`config.mk`:
```
export PLATFORM = sky130hd
export DESIGN_NAME = tt_um_dantecpp_vga_montecarlo_pi_calculator_core
export DESIGN_NICKNAME = d
export VERILOG_FILES = /design/src/rtl/tt_um_dantecpp_vga_montecarlo_pi_calculator_core.sv
export SDC_FILE = /design/constraint.sdc
export NUM_CORES = 1
export LEC_CHECK = 0
export ABC_CLOCK_PERIOD_IN_PS = 7900
export CAP_MARGIN = 10
export CELL_PAD_IN_SITES_DETAIL_PLACEMENT = 0
export CELL_PAD_IN_SITES_GLOBAL_PLACEMENT = 1
export CORE_ASPECT_RATIO = 2
export CORE_MARGIN = 10
export CORE_UTILIZATION = 34
export CTS_CLUSTER_SIZE = 16
export DETAILED_ROUTE_END_ITERATION = 10
export GPL_TIMING_DRIVEN = 0
export PLACE_DENSITY = 0.58
export REMOVE_ABC_BUFFERS = 1
export SLEW_MARGIN = 20
export SYNTH_ARGS = -nofsm -noshare
export SYNTH_HDL_FRONTEND = slang
export SYNTH_SLANG_ARGS = --single-unit
```
`constraint.sdc`:
```
create_clock -name clk -period 7.9 [get_ports clk]
set_clock_uncertainty 0.2 [all_clocks]
set_input_delay 1.58 -clock clk [delete_from_list [all_inputs] [get_ports clk]]
set_output_delay 1.58 -clock clk [all_outputs]
set_load 0.03 [all_outputs]
```
`src/rtl/tt_um_dantecpp_vga_montecarlo_pi_calculator_core.sv`:
```
// Monte Carlo pi estimator with a 640x480 VGA readout of the inside count as a row of 16 cells.
// Define PI_CIRCLE_BG_EN to paint the quarter-circle sampling domain as a dim red background.
module tt_um_dantecpp_vga_montecarlo_pi_calculator_core #(
    parameter int unsigned LOG_N  = 22,
    parameter int unsigned V_VIS  = 480,
    parameter int unsigned V_FP   = 10,
    parameter int unsigned V_SYNC = 2,
    parameter int unsigned V_BP   = 33,
    parameter int unsigned CELL_Y = 224
) (
`ifdef GL_TEST
    inout  wire        VPWR,
    inout  wire        VGND,
`endif
    input  logic       clk,
    input  logic       rst_n,
    input  logic [7:0] ui_in,
    output logic [7:0] uo_out,
    input  logic [7:0] uio_in,
    output logic [7:0] uio_out,
    output logic [7:0] uio_oe,
    input  logic       ena
);

    localparam int unsigned NW = LOG_N + 1;
    localparam logic [NW-1:0] N_TARGET  = {1'b1, {LOG_N{1'b0}}};
    localparam logic [NW-1:0] CNT_ONE   = {{LOG_N{1'b0}}, 1'b1};
    localparam logic [31:0]   LFSR_TAPS = 32'h8020_0003;
    localparam logic [31:0]   LFSR_SEED = 32'hACE1_ACE1;

    localparam logic [9:0] H_LAST   = 10'd799;
    localparam logic [9:0] H_VIS    = 10'd640;
    localparam logic [9:0] HS_START = 10'd656;
    localparam logic [9:0] HS_END   = 10'd752;
    localparam logic [9:0] CELL_X0  = 10'd64;
    localparam logic [9:0] CELL_X1  = 10'd576;
    localparam logic [9:0] V_VIS_L  = 10'(V_VIS);
    localparam logic [9:0] V_LAST   = 10'(V_VIS + V_FP + V_SYNC + V_BP - 1);
    localparam logic [9:0] VS_START = 10'(V_VIS + V_FP);
    localparam logic [9:0] VS_END   = 10'(V_VIS + V_FP + V_SYNC);
    localparam logic [9:0] CELL_Y0  = 10'(CELL_Y);
    localparam logic [9:0] CELL_Y1  = 10'(CELL_Y + 32);

    function automatic logic [31:0] lfsr_step(input logic [31:0] state);
        return {1'b0, state[31:1]} ^ (state[0] ? LFSR_TAPS : 32'h0000_0000);
    endfunction

    // 255^2 + 255^2 < 2^17, so the 17-bit sum never overflows.
    function automatic logic in_quarter_circle(input logic [7:0] x, input logic [7:0] y);
        logic [15:0] xx;
        logic [15:0] yy;
        logic [16:0] sq_sum;
        xx     = {8'h00, x} * {8'h00, x};
        yy     = {8'h00, y} * {8'h00, y};
        sq_sum = {1'b0, xx} + {1'b0, yy};
        return ~sq_sum[16];
    endfunction

    logic [9:0]    h_q, h_d;
    logic [9:0]    v_q, v_d;
    logic [31:0]   lfsr_q, lfsr_d;
    logic [NW-1:0] n_q, n_d;
    logic [NW-1:0] m_q, m_d;
    logic          done_q, done_d;
    logic [7:0]    uo_q, uo_d;

    logic          pause_s;
    logic          restart_s;
    logic          sample_s;
    logic          inside_s;
    logic          visible_s;
    logic          in_cell_s;
    logic          cell_bit_s;
    logic          hsync_s;
    logic          vsync_s;
    logic [9:0]    cell_off_s;
    logic [3:0]    cell_idx_s;
    logic [15:0]   cell_bits_s;
    logic [LOG_N+15:0] m_ext_s;
    logic          r1_s, g1_s, b1_s, r0_s, g0_s, b0_s;
    logic          unused_s;

    assign pause_s   = ui_in[0];
    assign restart_s = ui_in[1];
    assign sample_s  = ~pause_s & ~restart_s & ~done_q;
    assign inside_s  = in_quarter_circle(lfsr_q[7:0], lfsr_q[23:16]);

    // Beam position: h wraps every 800 clocks and carries into v.
    always_comb begin
        h_d = h_q;
        v_d = v_q;
        if (h_q == H_LAST) begin
            h_d = 10'd0;
            if (v_q == V_LAST) begin
                v_d = 10'd0;
            end else begin
                v_d = v_q + 10'd1;
            end
        end else begin
            h_d = h_q + 10'd1;
        end
    end

    // Sampler: restart beats pause, and restart leaves the LFSR where it is.
    always_comb begin
        lfsr_d = lfsr_q;
        n_d    = n_q;
        m_d    = m_q;
        done_d = done_q;
        if (restart_s) begin
            n_d    = {NW{1'b0}};
            m_d    = {NW{1'b0}};
            done_d = 1'b0;
        end else if (sample_s) begin
            lfsr_d = lfsr_step(lfsr_q);
            n_d    = n_q + CNT_ONE;
            m_d    = m_q + {{LOG_N{1'b0}}, inside_s};
            done_d = (n_d == N_TARGET);
        end else begin
            done_d = done_q;
        end
    end

    // Cell i shows M[LOG_N-1-i]; positions below bit 0 read as zero.
    assign m_ext_s     = {m_q[LOG_N-1:0], 16'h0000};
    assign cell_bits_s = m_ext_s[LOG_N+15 -: 16];
    assign cell_off_s  = h_q - CELL_X0;
    assign cell_idx_s  = cell_off_s[8:5];
    assign cell_bit_s  = cell_bits_s[4'd15 - cell_idx_s];

    assign visible_s = (h_q < H_VIS) && (v_q < V_VIS_L);
    assign in_cell_s = (v_q >= CELL_Y0) && (v_q < CELL_Y1) && (h_q >= CELL_X0) && (h_q < CELL_X1);
    assign hsync_s   = ~((h_q >= HS_START) && (h_q < HS_END));
    assign vsync_s   = ~((v_q >= VS_START) && (v_q < VS_END));

`ifdef PI_CIRCLE_BG_EN
    logic [9:0]  circ_dy_s;
    logic [18:0] circ_r2_s;
    logic        bg_red_s;

    // Quarter circle of radius 480 anchored at the bottom-left visible pixel.
    always_comb begin
        circ_dy_s = V_VIS_L - 10'd1 - v_q;
        circ_r2_s = ({9'd0, h_q} * {9'd0, h_q}) + ({9'd0, circ_dy_s} * {9'd0, circ_dy_s});
        bg_red_s  = (h_q < 10'd480) && (v_q < V_VIS_L) && (circ_r2_s < 19'd230400);
    end
`else
    logic bg_red_s;
    assign bg_red_s = 1'b0;
`endif

    // Pixel colour: cells over background, everything dark outside the visible area.
    always_comb begin
        r1_s = 1'b0;
        g1_s = 1'b0;
        b1_s = 1'b0;
        r0_s = 1'b0;
        g0_s = 1'b0;
        b0_s = 1'b0;
        if (visible_s) begin
            if (in_cell_s) begin
                if (cell_bit_s) begin
                    if (done_q) begin
                        g1_s = 1'b1;
                        g0_s = 1'b1;
                    end else begin
                        r1_s = 1'b1;
                        g1_s = 1'b1;
                        b1_s = 1'b1;
                        r0_s = 1'b1;
                        g0_s = 1'b1;
                        b0_s = 1'b1;
                    end
                end else begin
                    b0_s = 1'b1;
                end
            end else begin
                r0_s = bg_red_s;
            end
        end else begin
            r0_s = 1'b0;
        end
        uo_d = {hsync_s, b0_s, g0_s, r0_s, vsync_s, b1_s, g1_s, r1_s};
    end

    // State registers; rst_n is active high despite its name.
    always_ff @(posedge clk) begin
        if (rst_n) begin
            h_q    <= 10'd0;
            v_q    <= 10'd0;
            lfsr_q <= LFSR_SEED;
            n_q    <= {NW{1'b0}};
            m_q    <= {NW{1'b0}};
            done_q <= 1'b0;
            uo_q   <= 8'h88;
        end else begin
            h_q    <= h_d;
            v_q    <= v_d;
            lfsr_q <= lfsr_d;
            n_q    <= n_d;
            m_q    <= m_d;
            done_q <= done_d;
            uo_q   <= uo_d;
        end
    end

    assign uo_out  = uo_q;
    assign uio_out = m_q[LOG_N-1 -: 8];
    assign uio_oe  = 8'hFF;

    assign unused_s = ^{uio_in, ena, ui_in[7:2], m_q[LOG_N], m_ext_s[LOG_N-1:0],
                        cell_off_s[9], cell_off_s[4:0]};

endmodule

```
==> flow_metrics.tcl <==
set metrics [dict create \
    final_net_count 1063 \
    worstPathMaxFanout 12 \
    post_synth.cell_area_avg_um2 8.83 \
    timing.critical_path.max_delay_family "adder cells" \
    ys_dominant_reg_cell "dfxtp_1" \
    route.antenna.remaining_nets 0 \
    totalWireLength_mm 18.3 \
    setup.worst_path.start_class "register" \
    post_route_fraction_of_the_period_consumed_by_the_critical_path_pct 92.5 \
    drc 0 \
    vdd_ir_drop_max_mv 0.105 \
    powerDensity_nw_per_um2 171 \
    cts.root.buffer_cell "clkbuf_16" \
    async_reset_ff_share_pct 0 \
    globalRouteMet1Util_pct 12.1 \
    timing.final.max_slew_violations 0 \
    ctsHoldBuffers 0 \
    worstHoldPathType "register to register" \
    postLayoutSetupSlackWorst_ps 591 \
    clk-insertion-delay-late_ps 360 \
    timing.critical_path.slowest_stage_cell "dfxtp_1" \
    detailedRoute.firstIterationViolations 142 \
    dp.cells 1173 \
    max_slew_margin_pct 33.2 \
    num_antenna_cells 0 \
    layout.cells.most_common "nand2_1" \
    critical-path-max-stage-delay_ps 600 \
    multi_input_comb_area_um2 5370 \
    antenna_found_initial 0 \
    met2_usage_pct 24.5 \
    count_of_mapped_cells_out_of_synthesis 918 \
    coreArea_um2 23400 \
    worstMarginPinSlew_ps 999 \
    post_drt_via_cell_ratio 4.90 \
    clk_pin_slew_worst_paths_ps 80 \
    period_minus_slack_ps 7310 \
    yosysWarningCount 0 \
    hpwl_mm 14.6 \
    final_layout_size_suffix_gt1_share_pct 5.41 \
    place.port_buffers 19 \
    setup_viol_count_final 0 \
    holdCritStartpoint "lfsr_q[25]" \
    synth.top_cell.area_share_pct 25.4 \
    gr-max-usage-layer "met2" \
    area_delta_synth_final_pct 7.25 \
    levels_on_crit_path 24 \
    vias 5824 \
    floorplan.initialDensity_pct 34.6 \
    worstSetupPathType "register to register" \
    yosysUniqueCellTypes 62 \
    synth.top_cells.by_area "dfxtp_1 25%, fa_1 19%, ha_1 10%, nand2_1 5.7%, inv_1 4.8%" \
    first_global_vias 6094 \
    wl_per_cell_um 15.4 \
    row_count 79 \
    worstPathRequired_ps 7920 \
    grt_first_pass_wirelength_mm 30.4 \
    p_sw_share_pct 35.6 \
    register_area_share_after_synthesis_pct 25.4 \
    critPathLaunch "lfsr_q[18]" \
    die_y_um 238 \
    critical_path.cell_chain "nand2_1 -> fa_1 -> inv_1 -> fa_1 -> fa_1 -> fa_1 -> fa_1 -> inv_1 -> fa_1 -> inv_1 -> ha_1 -> nand2_1 -> nor4_1 -> nand2_1 -> o221ai_1 -> xnor2_1 -> ha_1 -> ha_1 -> and3_1 -> nand4_1 -> nor2_1 -> nand2_1 -> xor2_1 -> nor2_1" \
    timing.critical_path.arrival_ps 7330 \
    clock_tree.buffer_depth 2 \
    switch_pwr_mw 0.530 \
    number_of_enable_flip_flop_cells_after_synthesis 0 \
    share_clk_of_total_power_pct 29.6 \
    drt_pass1_iterations 4 \
    worst_case_hold_slack_ps 248 \
    grt_max_degree 46 \
    final_hold_viol_count 0 \
    num-fill-cells 2451 \
    rsz0062_at_grt "no" \
    grt_overflow 0 \
    ios 43 \
    timing.max_cap.violations 0 \
    routabilityCongestion 0.802 \
    worst-r2r-cell-count 24 \
    number_of_storage_elements_in_the_synthesis_netlist 103 \
    sequential_power_share_pct 36.9 \
    status "finished, final reports clean" \
    static-leakage-power_nw 3.74 \
    ff_latch_area_um2 2060 \
    cp-end-kind "register" \
    die-width_um 129 \
    mappedNetlistArea_um2 8110 \
    cts_made_buffers 9 \
    critPathCapture "m_q[18]" \
    postCtsSetupBuffers 0 \
    clock_tree.htree_level_count 3 \
    timing.rr.start "lfsr_q[18]" \
    cp_dominant_cell_by_count "fa_1" \
    grt_util_met3_pct 1.84 \
    cts_resized 0 \
    die_footprint_um2 30800 \
    final_cell_mix "124 x nand2_1, 104 x inv_1, 102 x dfxtp_1, 78 x nor2_1, 75 x fa_1" \
    synth_top_area_cell "dfxtp_1" \
    r2r-end "m_q[18]" \
    gr_usage_total_pct 12.5 \
    tritoncts_num_sinks 103 \
    p_int_mw 0.958 \
    timing.critical_path.buf_inv 3 \
    cts_tree "built" \
    place_worst_setup_slack_ps 138 \
    finalNonFillerCells 1189 \
    maxClockFrequency_ghz 0.137 \
    setup.reg_to_reg.worst_slack_ps 590 \
    share_comb_of_total_power_pct 33.5 \
]
[final cells by class]
cell class                      count  share of cell area [%]
Clock inverter                      7                   0.719
Inverter                          104                    4.49
Multi-Input combinational cell    660                    61.8
Clock buffer                        9                    2.59
Sequential cell                   103                    23.7
Timing Repair Buffer               23                    2.62
Tap cell                          283                    4.07
[metal layers]
layer,vias up,part of all wire [%]
li1,2898,-
met1,2850,36
met2,49,59
met3,27,1.7
met4,0,3.4
met5,-,0
[tightest hold or removal path, delay by kind of cell, from the launching register on]
kind | cells | cell delay [ps]
AO/OA/AOI/OAI | 1 | 50
flip-flops | 1 | 310
AND/OR/NAND/NOR | 1 | 50
[kinds of logic (layout without fill, tap and decap cells)]
logic type               Yosys count  in the layout  share of synthesized area (%)
AND/OR/NAND/NOR                  366            366                           22.8
AO/OA/AOI/OAI                     67             67                           4.95
flip-flops                       103            103                           25.4
XOR/XNOR                          67             67                           7.24
adder cells (fa/ha/maj)          143            143                           29.0
other                              1              8                         0.0462
buffers and inverters            162            143                           8.75
multiplexers                       9              9                           1.76
[synth_stat cells (all sizes together) (2+ instances only)]
cell type    n
a21o         3
a21oi       34
a311oi       2
a31oi        3
a41o         2
and2        38
and3        13
and4         6
buf         24
clkbuf      34
dfxtp      103
fa          75
ha          68
inv        104
mux2         2
mux2i        3
mux4         4
nand2      124
nand3       22
nand3b      15
nand4       21
nor2        79
nor2b        7
nor3        14
nor4         5
o211ai       2
o21ai       11
o31ai        2
or2          6
or3         10
or4          2
xnor2       31
xor2        36
[stage by stage]
step                cell area, um2  power, mW  setup TNS [ps]  utilization, %
global route                  8700       1.63               0            37.1
CTS                           8690       1.53               0            37.1
detailed placement            8400       1.08               0            35.9
global placement              8360       1.08           -22.8            35.7
floorplan                     7820      0.921               0               -
finish                        8700       1.49               0            37.1
[worst min path at each step]
stage / depth (start not counted) / endpoint
finish: 2 / lfsr_q[24]
global route: 2 / lfsr_q[24]
CTS: 2 / lfsr_q[24]
detailed placement: 2 / lfsr_q[24]
global placement: 2 / lfsr_q[8]
floorplan: 2 / lfsr_q[12]
[power by group through the flow]
stage / Clock [mW] / Combinational, mW / Sequential, mW
floorplan: 0 / 0.367 / 0.554
global route: 0.478 / 0.602 / 0.553
global placement: 0 / 0.514 / 0.562
CTS: 0.458 / 0.525 / 0.550
finish: 0.440 / 0.498 / 0.549
detailed placement: 0 / 0.521 / 0.562
[state kept, by name, indices dropped and copies added (netlist names)]
signal  flops
uo_out      5
done_q      1
n_q        23
m_q        22
v_q        10
h_q        10
lfsr_q     32
Power figures use the tool's default switching activity.
